$ cat config.mk
export PLATFORM = sky130hd
export DESIGN_NAME = pc_fetch_unit_flat
export DESIGN_NICKNAME = d
export VERILOG_FILES = /design/src/rtl/pc_fetch_unit_pkg.sv /design/src/rtl/pc_fetch_unit_if.sv /design/src/rtl/pc_fetch_unit_skid.sv /design/src/rtl/pc_fetch_unit.sv /design/src/flat_wrapper.sv
export SDC_FILE = /design/constraint.sdc
export NUM_CORES = 1
export LEC_CHECK = 0
export ABC_AREA = 1
export ABC_CLOCK_PERIOD_IN_PS = 2200
export BUFFER_PORTS_ARGS = -buffer_cell sky130_fd_sc_hd__buf_4
export CAP_MARGIN = 20
export CELL_PAD_IN_SITES_DETAIL_PLACEMENT = 1
export CELL_PAD_IN_SITES_GLOBAL_PLACEMENT = 1
export CORE_ASPECT_RATIO = 1.2
export CORE_UTILIZATION = 39
export CTS_BUF_LIST = sky130_fd_sc_hd__clkbuf_8
export CTS_CLUSTER_DIAMETER = 200
export DETAILED_ROUTE_END_ITERATION = 10
export GPL_TIMING_DRIVEN = 0
export PLACE_DENSITY_LB_ADDON = 0.3
export SYNTH_ARGS = -nofsm -noshare
export SYNTH_HDL_FRONTEND = slang
export SYNTH_HIERARCHICAL = 1
export SYNTH_SLANG_ARGS = --single-unit
export TNS_END_PERCENT = 1
$ cat constraint.sdc
create_clock -name clk -period 2.2 [get_ports clk]
set_input_delay 0.44 -clock clk [delete_from_list [all_inputs] [get_ports clk]]
set_output_delay 0.44 -clock clk [all_outputs]
set_load 0.03 [all_outputs]
$ cat src/rtl/pc_fetch_unit_pkg.sv
// Shared types and defaults for the instruction-fetch stage.
package pc_fetch_unit_pkg;

  localparam int              PC_W         = 30;
  localparam int              INSTR_W_DEF  = 32;
  localparam logic [PC_W-1:0] RESET_PC_DEF = 30'h0000000;

  typedef enum logic [1:0] {
    FETCH = 2'd0,
    HOLD  = 2'd1,
    DRAIN = 2'd2
  } fetch_state_e;

  // Word-address increment; the 30-bit width makes it wrap 3FFFFFFF -> 0.
  function automatic logic [PC_W-1:0] pc_inc(input logic [PC_W-1:0] pc);
    return pc + {{(PC_W-1){1'b0}}, 1'b1};
  endfunction

endpackage

$ cat src/rtl/pc_fetch_unit_if.sv
// Instruction-memory req/ack channel between the fetch stage and imem.
interface pc_fetch_unit_if #(
  parameter int INSTR_W = 32
);
  import pc_fetch_unit_pkg::*;

  logic               req;
  logic [PC_W-1:0]    addr;
  logic               ack;
  logic [INSTR_W-1:0] rdata;

  modport master (output req, output addr, input ack, input rdata);
  modport slave  (input req, input addr, output ack, output rdata);

endinterface

$ cat src/rtl/pc_fetch_unit_skid.sv
// One-entry {instr, pc} skid buffer; clear and unload both empty it.
module fetch_skid_reg #(
  parameter int INSTR_W = 32,
  parameter int PC_W    = 30
) (
  input  logic               clk,
  input  logic               rst,
  input  logic               load_i,
  input  logic               unload_i,
  input  logic               clear_i,
  input  logic [INSTR_W-1:0] instr_i,
  input  logic [PC_W-1:0]    pc_i,
  output logic               vld_o,
  output logic [INSTR_W-1:0] instr_o,
  output logic [PC_W-1:0]    pc_o
);

  logic               vld_q;
  logic [INSTR_W-1:0] instr_q;
  logic [PC_W-1:0]    pc_q;

  always_ff @(posedge clk) begin
    if (rst) begin
      vld_q   <= 1'b0;
      instr_q <= '0;
      pc_q    <= '0;
    end else if (clear_i || unload_i) begin
      vld_q   <= 1'b0;
    end else if (load_i) begin
      vld_q   <= 1'b1;
      instr_q <= instr_i;
      pc_q    <= pc_i;
    end
  end

  assign vld_o   = vld_q;
  assign instr_o = instr_q;
  assign pc_o    = pc_q;

endmodule

$ cat src/rtl/pc_fetch_unit.sv
// Fetch stage: PC, imem req/ack, IF/ID register with skid, redirect flush.
// Optional FETCH_FLUSH_CNT_EN adds a saturating discarded-instruction counter.
module pc_fetch_unit
  import pc_fetch_unit_pkg::*;
#(
  parameter logic [PC_W-1:0] RESET_PC = RESET_PC_DEF,
  parameter int              INSTR_W  = INSTR_W_DEF
) (
  input  logic                clk,
  input  logic                rst,
  input  logic [PC_W-1:0]     next_pc_i,
  input  logic                redirect_i,
  input  logic                stall_i,
  pc_fetch_unit_if.master     imem,
  output logic                if_valid_o,
  output logic [INSTR_W-1:0]  if_instr_o,
  output logic [PC_W-1:0]     if_pc_o,
`ifdef FETCH_FLUSH_CNT_EN
  output logic [15:0]         fetch_flush_cnt_o,
`endif
  output logic [PC_W-1:0]     if_incr_pc_o
);

  fetch_state_e       state_q, state_d;
  logic               req_q, req_d;
  logic [PC_W-1:0]    fetch_pc_q, fetch_pc_d;
  logic [PC_W-1:0]    redir_pc_q, redir_pc_d;
  logic               if_valid_q, if_valid_d;
  logic [INSTR_W-1:0] if_instr_q, if_instr_d;
  logic [PC_W-1:0]    if_pc_q, if_pc_d;

  logic               skid_load, skid_unload, skid_clear, skid_vld;
  logic [INSTR_W-1:0] skid_instr;
  logic [PC_W-1:0]    skid_pc;
  logic               slot_free;

  assign slot_free = !if_valid_q || !stall_i;

  fetch_skid_reg #(.INSTR_W(INSTR_W), .PC_W(PC_W)) u_skid (
    .clk      (clk),
    .rst      (rst),
    .load_i   (skid_load),
    .unload_i (skid_unload),
    .clear_i  (skid_clear),
    .instr_i  (imem.rdata),
    .pc_i     (fetch_pc_q),
    .vld_o    (skid_vld),
    .instr_o  (skid_instr),
    .pc_o     (skid_pc)
  );

  always_comb begin
    state_d     = state_q;
    fetch_pc_d  = fetch_pc_q;
    redir_pc_d  = redir_pc_q;
    if_valid_d  = if_valid_q && stall_i;
    if_instr_d  = if_instr_q;
    if_pc_d     = if_pc_q;
    skid_load   = 1'b0;
    skid_unload = 1'b0;
    skid_clear  = 1'b0;
    unique case (state_q)
      FETCH: begin
        if (redirect_i) begin
          if_valid_d = 1'b0;
          skid_clear = 1'b1;
          if (imem.ack) fetch_pc_d = next_pc_i;
          else begin
            // Outstanding request cannot be withdrawn: wait it out in DRAIN.
            redir_pc_d = next_pc_i;
            state_d    = DRAIN;
          end
        end else if (imem.ack) begin
          fetch_pc_d = pc_inc(fetch_pc_q);
          if (slot_free) begin
            if_valid_d = 1'b1;
            if_instr_d = imem.rdata;
            if_pc_d    = fetch_pc_q;
          end else begin
            skid_load = 1'b1;
            state_d   = HOLD;
          end
        end
      end
      HOLD: begin
        if (redirect_i) begin
          if_valid_d = 1'b0;
          skid_clear = 1'b1;
          fetch_pc_d = next_pc_i;
          state_d    = FETCH;
        end else if (!stall_i) begin
          if_valid_d  = skid_vld;
          if_instr_d  = skid_instr;
          if_pc_d     = skid_pc;
          skid_unload = 1'b1;
          state_d     = FETCH;
        end
      end
      DRAIN: begin
        if (redirect_i) begin
          if_valid_d = 1'b0;
          skid_clear = 1'b1;
          redir_pc_d = next_pc_i;
        end
        if (imem.ack) begin
          fetch_pc_d = redirect_i ? next_pc_i : redir_pc_q;
          state_d    = FETCH;
        end
      end
      default: state_d = FETCH;
    endcase
    req_d = (state_d != HOLD);
  end

  always_ff @(posedge clk) begin
    if (rst) begin
      state_q    <= FETCH;
      req_q      <= 1'b1;
      fetch_pc_q <= RESET_PC;
      redir_pc_q <= '0;
      if_valid_q <= 1'b0;
      if_instr_q <= '0;
      if_pc_q    <= '0;
    end else begin
      state_q    <= state_d;
      req_q      <= req_d;
      fetch_pc_q <= fetch_pc_d;
      redir_pc_q <= redir_pc_d;
      if_valid_q <= if_valid_d;
      if_instr_q <= if_instr_d;
      if_pc_q    <= if_pc_d;
    end
  end

`ifdef FETCH_FLUSH_CNT_EN
  logic [15:0] flush_cnt_q, flush_cnt_d;
  logic        drop;
  logic [1:0]  n_flush;
  logic [16:0] cnt_sum;

  // Ack data thrown away: redirect in FETCH with ack, or any ack in DRAIN.
  assign drop    = imem.ack && ((state_q == FETCH && redirect_i) || state_q == DRAIN);
  assign n_flush = {1'b0, drop}
                 + {1'b0, redirect_i && if_valid_q}
                 + {1'b0, redirect_i && skid_vld};
  assign cnt_sum = {1'b0, flush_cnt_q} + {15'd0, n_flush};
  assign flush_cnt_d = cnt_sum[16] ? 16'hFFFF : cnt_sum[15:0];

  always_ff @(posedge clk) begin
    if (rst) flush_cnt_q <= '0;
    else     flush_cnt_q <= flush_cnt_d;
  end

  assign fetch_flush_cnt_o = flush_cnt_q;
`endif

  assign imem.req     = req_q;
  assign imem.addr    = fetch_pc_q;
  assign if_valid_o   = if_valid_q;
  assign if_instr_o   = if_instr_q;
  assign if_pc_o      = if_pc_q;
  assign if_incr_pc_o = pc_inc(if_pc_q);

endmodule
$ cat src/flat_wrapper.sv
// flat-port wrapper written by rule: the top's interface ports become plain ports
module pc_fetch_unit_flat import pc_fetch_unit_pkg::*;
#(
  parameter logic [PC_W-1:0] RESET_PC = RESET_PC_DEF,
  parameter int              INSTR_W  = INSTR_W_DEF
)
  (clk, rst, next_pc_i, redirect_i, stall_i, if_valid_o, if_instr_o, if_pc_o, if_incr_pc_o, imem_req, imem_addr, imem_ack, imem_rdata);
  pc_fetch_unit_if #(.INSTR_W(INSTR_W)) imem_i ();
  input  logic clk;
  input  logic rst;
  input  logic [PC_W-1:0] next_pc_i;
  input  logic redirect_i;
  input  logic stall_i;
  output logic if_valid_o;
  output logic [INSTR_W-1:0] if_instr_o;
  output logic [PC_W-1:0] if_pc_o;
  output logic [PC_W-1:0] if_incr_pc_o;
  output wire logic [$bits(imem_i.req)-1:0] imem_req;
  output wire logic [$bits(imem_i.addr)-1:0] imem_addr;
  input wire logic [$bits(imem_i.ack)-1:0] imem_ack;
  input wire logic [$bits(imem_i.rdata)-1:0] imem_rdata;
  assign imem_req = imem_i.req;
  assign imem_addr = imem_i.addr;
  assign imem_i.ack = imem_ack;
  assign imem_i.rdata = imem_rdata;
  pc_fetch_unit #(.RESET_PC(RESET_PC), .INSTR_W(INSTR_W)) u_core (.clk(clk), .rst(rst), .next_pc_i(next_pc_i), .redirect_i(redirect_i), .stall_i(stall_i), .imem(imem_i), .if_valid_o(if_valid_o), .if_instr_o(if_instr_o), .if_pc_o(if_pc_o), .if_incr_pc_o(if_incr_pc_o));
endmodule
==> metrics.md, run 1 <==
| Metric | Value |
|---|---|
| Status | `finished with violations` |
| Failing checks | `setup timing` |
| First-pass GRT wire length | `roughly 66,000 um` |
| Core box area | `~27,000 um2` |
| Final Max Tran Viols | `0` |
| Place WS | `-0.688 ns` |
| Max_cap viols | `0` |
| Cell family with most CP delay | `simple AND/OR/NAND/NOR gates` |
| Critical path arrival | `2.21 ns` |
| Crit. End Element | `output port` |
| FMAX | `approximately 380 MHz` |
| Synth warnings | `6` |
| VDD IR max | `0.000355 V` |
| Gr ovfl total | `0` |
| DRC viols | `0` |
| # nets final | `between 2,000 and 2,500` |
| Die Span Y | `roughly 180 um` |
| ANT cells | `0` |
| Synth Register Bits | `189` |
| Hold Buf Count CTS | `0` |
| Vias per cell | `5.32` |
| Die extent in x | `approximately 150 um` |
| Area delta synth->final | `26.0%` |
| All-Layer GR Usage | `0.298` |
| Crit path launch type | `register` |
| Area leader, netlist | `dfxtp_1` |
| Setup WS post-layout | `-0.454 ns` |
| Worst-Margin Slew | `~0.84 ns` |
| Post-Syn Nets | `roughly 1,800` |
| Avg Inst Size Synth | `roughly 6.2 um2` |
| Critical-path top delay cell | `dfxtp_4` |
| Share of post-route cells with drive strength above 1 | `0.195` |
| Leading cell type in the layout, fill and taps excluded | `nand2_1` |
| Critical R2R Capture | `u_core/redir_pc_q[10]` |
| Critical-path cell list | `ha_4 -> nand3_4 -> nor2_4 -> inv_2 -> nor2_4 -> nand4_4 -> nor2_4 -> nand3_4 -> xor2_4 -> buf_6` |
| Pwr/cell area | `631 nW/um2` |
| Setup TNS | `-6.53 ns` |
| Filler cell count | `around 3,700` |
| Number of antenna violations at the first check in global routing | `0` |
| Post-Synthesis Cells | `between 1,500 and 2,000` |
| Largest net degree at the start of global routing | `20` |
| Worst Skew | `about 0.022 ns` |
| WL per Instance | `18.1 um` |
| Min-delay worst type | `in2reg` |
| Die ar. | `~28,000 um2` |
| Count of cell types in the netlist | `39` |
| Final setup vio count | `27` |
| IO Port Bufs | `190` |
| R2R depth | `7` |
| Power Total | `0.00849 W` |
| Commonest non-fill, non-tap cells in the layout | `nand2_1 (516), a21oi_1 (224), buf_4 (211), nor2_1 (202), dfxtp_1 (167)` |
| CTS sink count | `189` |
| Crit Path Max Fanout | `4` |
| Final ANT Viol Nets | `0` |
| Share of the synthesized area in the top cell type | `0.354` |
| Top cell by count, worst path | `nor2_4` |
| Vias in the first global route | `12,200` |
| Routed WL | `41,700 um` |
| 1st-iter DRT viols | `just under 700` |
| Io pins | `191` |
| Clock Tree Buf Depth | `2` |
| P_leak | `approximately 6.0 nW` |
| Max stage delay on crit path | `0.40 ns` |
| Global placement routability congestion | `0.912` |
| Worst setup path class | `reg2out` |
| RSZ-0062 raised after global routing | `true` |
| Worst Hold End | `u_core/u_skid/vld_o` |
| Critical path buffers and inverters | `2` |
| Cell Area, Synth | `approximately 11,000 um2` |
| Clock transition at path regs | `roughly 0.11 ns` |
| Placed cells | `~2,300` |
| Final period util | `1.21` |
| FF-to-FF Start | `u_core/state_q[0]` |
| DP HPWL | `approximately 32,000 um` |
| Final design utilization | `0.498` |
| Standard-cell rows | `66` |
| Register area share after synthesis | `0.354` |
| Tmin final | `around 2.7 ns` |
| Post-Layout Cell Count | `between 2,000 and 2,500` |
| Area contributors post-synth | `dfxtp_1 (35%), nand2_1 (18%), a21oi_1 (11%)` |
| Data required, critical path | `1.76 ns` |
| R2r setup slk | `-0.07 ns` |
| WHS Path Cells | `2` |
| CTS tree | `done` |
| Root Driver | `clkbuf_8` |
| HP Start | `rst` |
| Initial Util | `0.395` |
| Fin. Hold Viols | `0` |
| Pre-antenna DRT Iters | `4` |
| DR vias | `around 12,000` |
| Total CTS buffers | `17` |
| Skew-Pair Late Insertion Delay | `approximately 0.5 ns` |
| Slew headroom | `0.439` |
| H-tree depth | `4` |
-- power breakdown --
group / internal [W] / total, W / switching, W / leakage, nW
logic: 0.000784 / 0.00225 / 0.00146 / 4.25
registers: 0.00366 / 0.00394 / 0.000283 / 1.56
clock network: 0.000846 / 0.00231 / 0.00146 / 0.201
total: 0.00529 / 0.00849 / 0.00321 / 6.00
-- worst max path at each step --
stage                                     to  slack (ns)  cells past startpoint               from
floorplan                   if_incr_pc_o[17]       -0.09                      7  u_core/if_pc_o[4]
global placement    u_core/u_skid/instr_o[2]       -0.63                     10         redirect_i
detailed placement  u_core/u_skid/instr_o[3]       -0.69                     10         redirect_i
CTS                         if_incr_pc_o[24]       -0.47                     10  u_core/if_pc_o[1]
global route                if_incr_pc_o[24]       -0.58                     10  u_core/if_pc_o[0]
finish                      if_incr_pc_o[24]       -0.45                     10  u_core/if_pc_o[0]
-- layer usage --
layer	vias up	global-route usage	wire [um]
li1	5987	-	-
met1	5879	0.348	17500
met2	316	0.557	21500
met3	56	0.0347	1590
met4	0	0.108	1140
met5	-	0	0
-- what timing repair did --
action / in CTS / in global routing
setup buffers: 12 / 5
pin swaps: 16 / 9
endpoints found under the setup margin: 145 / 204
resized for setup: 65 / 61
-- synth_stat cells, drive strengths merged --
master and n:
o31ai 1, nor2 222, a221oi 1, o211ai 1
nor3 10, a21oi 225, a211oi 1, a32o 2
nand3 109, and2 3, xor2 23, a31oi 16
nor4 4, clkinv 1, inv 128, o21ai 128
a2bb2oi 1, clkbuf 75, dfxtp 189, xnor2 9
nand2 523, o221ai 1, ha 6, nand4 5
buf 38
-- flip-flops by register name, indices dropped and copies added, names as in the netlist --
signal	cells
u_core/imem.req	1
u_core/u_skid/instr_o	32
u_core/if_instr_o	32
u_core/state_q	2
u_core/if_valid_o	1
u_core/u_skid/vld_o	1
u_core/if_pc_o	30
u_core/redir_pc_q	30
u_core/u_skid/pc_o	30
u_core/imem.addr	30
-- worst reg2reg max path, delay by kind of cell (launching register included) --
family / cells / cell delay [ns]
buffers and inverters: 4 / 1.17
adder cells (fa/ha/maj): 1 / 0.28
AO/OA/AOI/OAI: 2 / 0.36
flip-flops: 1 / 0.41
-- area by class of cell --
| cell class | instances | area (um2) | area share |
|---|---|---|---|
| Buffer | 113 | 567 | 0.0421 |
| Clock buffer | 17 | 234 | 0.0174 |
| Tap cell | 340 | 425 | 0.0316 |
| Inverter | 129 | 487 | 0.0362 |
| Timing Repair Buffer | 207 | 1590 | 0.118 |
| Clock inverter | 15 | 156 | 0.0116 |
| Sequential cell | 189 | 3830 | 0.284 |
| Multi-Input combinational cell | 1291 | 6170 | 0.459 |
-- kinds of logic (layout without fill, tap and decap cells) --
kind of cell / after synthesis / after routing / share of synthesized area
and+or+nand+nor: 876 / 876 / 0.337
adders and majority gates: 6 / 6 / 0.00703
xor gates and xnor gates: 32 / 32 / 0.0263
AOI/OAI and AO/OA: 377 / 377 / 0.182
DFF: 189 / 189 / 0.354
buffers and inverters: 242 / 481 / 0.0938
-- through the flow --
stage                     area [um2]  hold slack, ns
final                          13500           0.137
after global placement         12700           0.460
after CTS                      13300          0.0929
after floorplan                10800           0.452
after global routing           13500           0.122
after detailed placement       12700           0.469
No activity file was read; power rests on OpenSTA's default activity.
==> run 2: changes to the inputs <==
--- a/config.mk
+++ b/config.mk
@@ -7,7 +7,6 @@
 export LEC_CHECK = 0
 export ABC_AREA = 1
 export ABC_CLOCK_PERIOD_IN_PS = 2200
-export BUFFER_PORTS_ARGS = -buffer_cell sky130_fd_sc_hd__buf_4
 export CAP_MARGIN = 20
 export CELL_PAD_IN_SITES_DETAIL_PLACEMENT = 1
 export CELL_PAD_IN_SITES_GLOBAL_PLACEMENT = 1
@@ -16,8 +15,9 @@
 export CTS_BUF_LIST = sky130_fd_sc_hd__clkbuf_8
 export CTS_CLUSTER_DIAMETER = 200
 export DETAILED_ROUTE_END_ITERATION = 10
+export DONT_BUFFER_PORTS = 1
 export GPL_TIMING_DRIVEN = 0
-export PLACE_DENSITY_LB_ADDON = 0.3
+export PLACE_DENSITY = 0.75
 export SYNTH_ARGS = -nofsm -noshare
 export SYNTH_HDL_FRONTEND = slang
 export SYNTH_HIERARCHICAL = 1
==> run 2 against run 1 <==
Compared with the run above: the run still ends with setup timing left; clock power grew 9.5%; clock skew shrank 0.0048 ns; power shrank 2.5%; sequential power grew 8.6%; worst setup slack lost 0.10 ns; clock-buffer cell count is the same; utilization shrank 4.9 points; critical path depth shrank 4; routed wire length shrank 5.8%; hold slack lost 0.041 ns; sequential share of layout area grew 3.4 points; final cell count shrank 8.6%; critical path type unchanged.
==> metrics.md, run 2 (synthesis results as in run 1) <==
| Metric | Value |
|---|---|
| DP HPWL | `between 30,000 and 40,000 um` |
| Root Driver | `clkbuf_8` |
| Tmin final | `roughly 2.8 ns` |
| Clock power share | `0.305` |
| Gate power share | `0.179` |
| All-Layer GR Usage | `0.282` |
| Initial Util | `0.395` |
| Filler cell count | `~3,600` |
| Vias in the first global route | `between 10,000 and 15,000` |
| Min-delay worst type | `in2reg` |
| Die extent in x | `around 150 um` |
| Place WS | `-0.558 ns` |
| Commonest non-fill, non-tap cells in the layout | `nand2_1 (515), a21oi_1 (224), nor2_1 (203), dfxtp_1 (154), inv_1 (122)` |
| Crit. End Element | `output port` |
| Clock transition at path regs | `approximately 0.11 ns` |
| Max stage delay on crit path | `0.44 ns` |
| Crit path launch type | `register` |
| Vias per cell | `~5.3` |
| Core box area | `approximately 27,000 um2` |
| Die ar. | `28,000 um2` |
| Skew-Pair Late Insertion Delay | `around 0.5 ns` |
| Number of antenna violations at the first check in global routing | `0` |
| DRC viols | `0` |
| Worst Skew | `approximately 0.017 ns` |
| Share of post-route cells with drive strength above 1 | `0.111` |
| P_leak | `between 5 and 6 nW` |
| H-tree depth | `4` |
| Total CTS buffers | `17` |
| Status | `finished with violations` |
| Power Total | `between 0.008 and 0.009 W` |
| Multi-input gate area | `6320 um2` |
| Die Span Y | `roughly 180 um` |
| FMAX | `about 360 MHz` |
| Io pins | `about 190` |
| WL per Instance | `around 19 um` |
| Failing checks | `setup timing` |
| Sequential power share | `0.516` |
| 1st-iter DRT viols | `480` |
| RSZ-0062 raised after global routing | `true` |
| Clock Tree Buf Depth | `2` |
| Critical path arrival | `2.31 ns` |
| Worst setup path class | `reg2out` |
| First-pass GRT wire length | `roughly 62,000 um` |
| Leading cell type in the layout, fill and taps excluded | `nand2_1` |
| DR vias | `11,200` |
| Internal power | `roughly 0.0053 W` |
| Final ANT Viol Nets | `0` |
| Sw frac | `0.362` |
| Setup WS post-layout | `-0.554 ns` |
| VDD IR max | `0.000290 V` |
| Final period util | `1.25` |
| IO Port Bufs | `0` |
| Routed WL | `between 30,000 and 40,000 um` |
| Critical-path cell list | `ha_4 -> nand3_4 -> buf_4 -> nor3_1 -> nand3_1 -> xnor2_2` |
| Critical-path top delay cell | `dfxtp_4` |
| Worst-Margin Slew | `between 0.8 and 0.9 ns` |
| Final Max Tran Viols | `0` |
| Data required, critical path | `about 1.8 ns` |
| Net Sw Power | `between 0.002 and 0.003 W` |
| Pwr/cell area | `about 680 nW/um2` |
| Global placement routability congestion | `0.936` |
| CTS tree | `done` |
| Crit Path Max Fanout | `4` |
| Fin. Hold Viols | `0` |
| Pre-antenna DRT Iters | `5` |
| Slew headroom | `0.464` |
| Largest net degree at the start of global routing | `18` |
| Max_cap viols | `0` |
| # nets final | `1,823` |
| Register area | `roughly 3900 um2` |
| Area delta synth->final | `13.7%` |
| Gr ovfl total | `0` |
| CTS sink count | `between 150 and 200` |
| Standard-cell rows | `66` |
| ANT cells | `0` |
| Final setup vio count | `24` |
==> run 2: cell count changes in the layout (fill, tap and decap cells not counted), sizes merged <==
cell         change
bufinv           +3
clkbuf           -1
dlygate4sd3      +1
clkinvlp         +2
buf            -198
clkinv           -6
==> run 2: cell type report <==
cell class,count,share of cell area
multi-input cells,1291,0.521
flip-flops and latches,189,0.318
plain buffers,113,0.0459
inverters,129,0.0401
well taps,340,0.0350
clock buffers,17,0.0193
clock inverters,14,0.0148
repair buffers,9,0.00577
==> run 2: worst max-delay path, delay by kind of cell (launching register included) <==
family | cells | cell delay [ns]
DFF | 1 | 0.44
xor gates and xnor gates | 1 | 0.38
and+or+nand+nor | 3 | 0.70
buffers and inverters | 1 | 0.15
adders and majority gates | 1 | 0.17
==> run 2: power groups by stage <==
stage / combinational, W / clock (W) / sequential [W]
2_1_floorplan: 0.00106 / 0 / 0.00421
3_3_place_gp: 0.00138 / 0 / 0.00432
3_5_place_dp: 0.00141 / 0 / 0.00433
4_1_cts: 0.00145 / 0.00259 / 0.00427
5_1_grt: 0.00165 / 0.00272 / 0.00431
6_report: 0.00148 / 0.00253 / 0.00428
==> run 2: metrics by stage <==
step	cells	TNS [ns]	instance area [um2]	hold WS, ns	utilization
floorplan	1722	-0.468	10800	0.452	-
global placement	2062	-39.92	11200	0.459	0.416
detailed placement	2062	-46.38	11200	0.471	0.416
CTS	2098	-10.58	12000	0.0591	0.443
global route	2102	-16.16	12100	0.0741	0.449
finish	2102	-9.35	12100	0.0955	0.449
==> run 2: final timing paths <==
check,start,endpoint,slack [ns],cells after the start
worst max-delay path,u_core/if_pc_o[0],if_incr_pc_o[28],-0.55,6
worst min-delay path,next_pc_i[23],u_core/redir_pc_q[23],0.1,2
worst max register to register,u_core/state_q[1],u_core/imem.addr[24],0.03,11
worst min register to register,u_core/u_skid/pc_o[23],u_core/u_skid/pc_o[23],0.49,2
==> run 2: timing repair <==
| action | CTS | global route |
|---|---|---|
| hold endpoints to repair | 1 | 0 |
| resized for setup | 77 | 66 |
| hold buffers | 1 | 0 |
| setup endpoints to repair | 158 | 210 |
| pin swaps | 11 | 11 |
| buffers inserted | 4 | 4 |
==> run 2: per-layer routing <==
metal  GRT usage  wire length [um]  share of wire
met3      0.0551              1850          0.047
met5           0                 0              0
met4      0.0978               914          0.023
met1       0.325             16600           0.42
met2       0.515             19900           0.51
==> run 3: changes to the inputs <==
==> constraint.sdc (replaced) <==
create_clock -name clk -period 2.2 [get_ports clk]
set_input_delay 0.22 -clock clk [delete_from_list [all_inputs] [get_ports clk]]
set_output_delay 0.22 -clock clk [all_outputs]
set_load 0.01 [all_outputs]
==> run 3 against run 2 <==
Compared with the run above: the run still ends with setup timing left; sequential power shrank 5.8%; critical endpoint is now if_incr_pc_o[25]; clock-buffer cell count grew 1; power down 8.7%; hold slack worse by 0.074 ns; die area did not move; critical path depth is 4 higher; register-to-register slack worse by 0.07 ns; sequential share of layout area is 1.0 points lower; largest cell class unchanged.
==> metrics.md, run 3 (synthesis results as in run 1) <==
| Metric | Value |
|---|---|
| H-tree depth | `4` |
| Largest net degree at the start of global routing | `17` |
| Commonest non-fill, non-tap cells in the layout | `nand2_1 (516), a21oi_1 (224), nor2_1 (203), dfxtp_1 (162), inv_1 (124)` |
| Clock Tree Buf Depth | `2` |
| Die Span Y | `~180 um` |
| P_leak | `between 5 and 6 nW` |
| ANT cells | `0` |
| Gate power share | `0.194` |
| Root Driver | `clkbuf_8` |
| All-Layer GR Usage | `0.286` |
| Critical-path top delay cell | `dfxtp_4` |
| Sw frac | `0.345` |
| Worst setup path class | `reg2out` |
| Share of post-route cells with drive strength above 1 | `0.101` |
| Pre-antenna DRT Iters | `5` |
| GR Util met3 | `0.0548` |
| Standard-cell rows | `66` |
| Final Max Tran Viols | `0` |
| Critical path arrival | `between 2 and 2.5 ns` |
| Net Sw Power | `about 0.0026 W` |
| FMAX | `426 MHz` |
| Worst hold margin | `approximately 0.022 ns` |
| RSZ-0062 raised after global routing | `true` |
| Met1 global-route usage | `0.320` |
| Clock power share | `0.272` |
| WL per Instance | `~19 um` |
| Skew-Pair Late Insertion Delay | `about 0.48 ns` |
| Io pins | `191` |
| Clock transition at path regs | `approximately 0.1 ns` |
| Die ar. | `around 28,000 um2` |
| Gr busiest metal | `met2` |
| IO Port Bufs | `0` |
| Vias per cell | `approximately 5.3` |
| First-pass GRT wire length | `~63,000 um` |
| # nets final | `1,887` |
| Setup WS post-layout | `-0.145 ns` |
| 1st-iter DRT viols | `479` |
| Worst-Margin Slew | `a little over 0.8 ns` |
| Routed WL | `40,200 um` |
| Top cell by count, worst path | `nand2_2` |
| Vias in the first global route | `11,900` |
| Worst Skew | `between 0.015 and 0.02 ns` |
| Crit path launch type | `register` |
| Internal power | `about 0.0050 W` |
| Gr ovfl total | `0` |
| Data required, critical path | `between 1.5 and 2 ns` |
| DP HPWL | `just over 30,000 um` |
| Die extent in x | `153 um` |
| Core box area | `roughly 27,000 um2` |
| Failing checks | `setup timing` |
| Tmin final | `2.35 ns` |
| Fin. Hold Viols | `0` |
| Crit Path Max Fanout | `5` |
| Critical path buffers and inverters | `0` |
| Critical-path cell list | `nand3_4 -> nor3_4 -> nand2_2 -> nor2_4 -> nand2_4 -> nor2_4 -> nand2_2 -> nor2_1 -> nand2_1 -> nand2_2` |
| DRC viols | `0` |
| Pwr/cell area | `around 610 nW/um2` |
| DR vias | `approximately 11,000` |
| Min-delay worst type | `in2reg` |
| Max stage delay on crit path | `between 0.4 and 0.5 ns` |
| Number of antenna violations at the first check in global routing | `0` |
| Sequential power share | `0.533` |
| Met2 global-route usage | `0.532` |
| Cell family with most CP delay | `simple AND/OR/NAND/NOR gates` |
| VDD IR max | `roughly 0.00031 V` |
| Slew headroom | `0.461` |
| CTS sink count | `approximately 190` |
| Max_cap viols | `0` |
| Initial Util | `0.395` |
| Crit. End Element | `output port` |
| Leading cell type in the layout, fill and taps excluded | `nand2_1` |
| Final setup vio count | `15` |
| Power Total | `0.00756 W` |
| Final period util | `1.07` |
| Global placement routability congestion | `about 0.9` |
| CTS tree | `done` |
| Area delta synth->final | `17.0%` |
| Status | `finished with violations` |
| Total CTS buffers | `17` |
| Final ANT Viol Nets | `0` |
==> run 3: power groups by stage <==
stage	Clock, W	Sequential, W	Combinational (W)
after floorplan	0	0.00398	0.000968
after CTS	0.00211	0.00403	0.00143
after global placement	0	0.00408	0.00127
final	0.00206	0.00403	0.00147
after global routing	0.00225	0.00407	0.00164
after detailed placement	0	0.00409	0.00130
==> run 3: cell type report <==
cell class,instances,area (um2)
inverters,129,487
repair buffers,73,706
clock buffers,18,248
multi-input cells,1291,6160
plain buffers,113,561
fillers,3654,14500
well taps,340,425
clock inverters,11,60.1
flip-flops and latches,189,3840
==> run 3: what timing repair did <==
item | CTS | global route
hold buffers | 63 | 0
pin swaps | 13 | 10
hold endpoints to repair | 90 | 0
resized for setup | 72 | 61
setup buffers | 8 | 2
setup endpoints to repair | 130 | 203
==> run 3: worst paths after layout <==
check	startpoint	end	slack, ns	cells after the start
worst min-delay path	next_pc_i[16]	u_core/redir_pc_q[16]	0.02	4
worst max register to register	u_core/state_q[0]	u_core/redir_pc_q[29]	-0.04	7
worst min register to register	u_core/u_skid/pc_o[13]	u_core/u_skid/pc_o[13]	0.49	2
worst max-delay path	u_core/if_pc_o[2]	if_incr_pc_o[25]	-0.15	10
==> run 3: per-layer routing <==
metal	part of all wire	vias to the layer above
met5	0	-
li1	-	5706
met3	0.050	59
met4	0.025	0
met1	0.42	5406
met2	0.51	285
==> run 3: worst register-to-register path, delay by kind of cell, from the launching register on <==
family | cells | cell delay, ns
buffers and inverters | 3 | 0.69
adders and majority gates | 1 | 0.30
DFF | 1 | 0.36
AOI/OAI and AO/OA | 3 | 0.84
==> run 3: stage by stage <==
stage          instance area [um2]  cells  TNS [ns]   util  worst slack [ns]
2_1_floorplan                10700   1722         0      -             0.308
4_1_cts                      12400   2162     -2.79  0.459            -0.265
3_3_place_gp                 11100   2062    -16.49  0.411            -0.293
3_5_place_dp                 11100   2062    -20.64  0.411            -0.341
6_report                     12500   2164     -1.23  0.462            -0.145
5_1_grt                      12500   2164     -5.02  0.462            -0.257
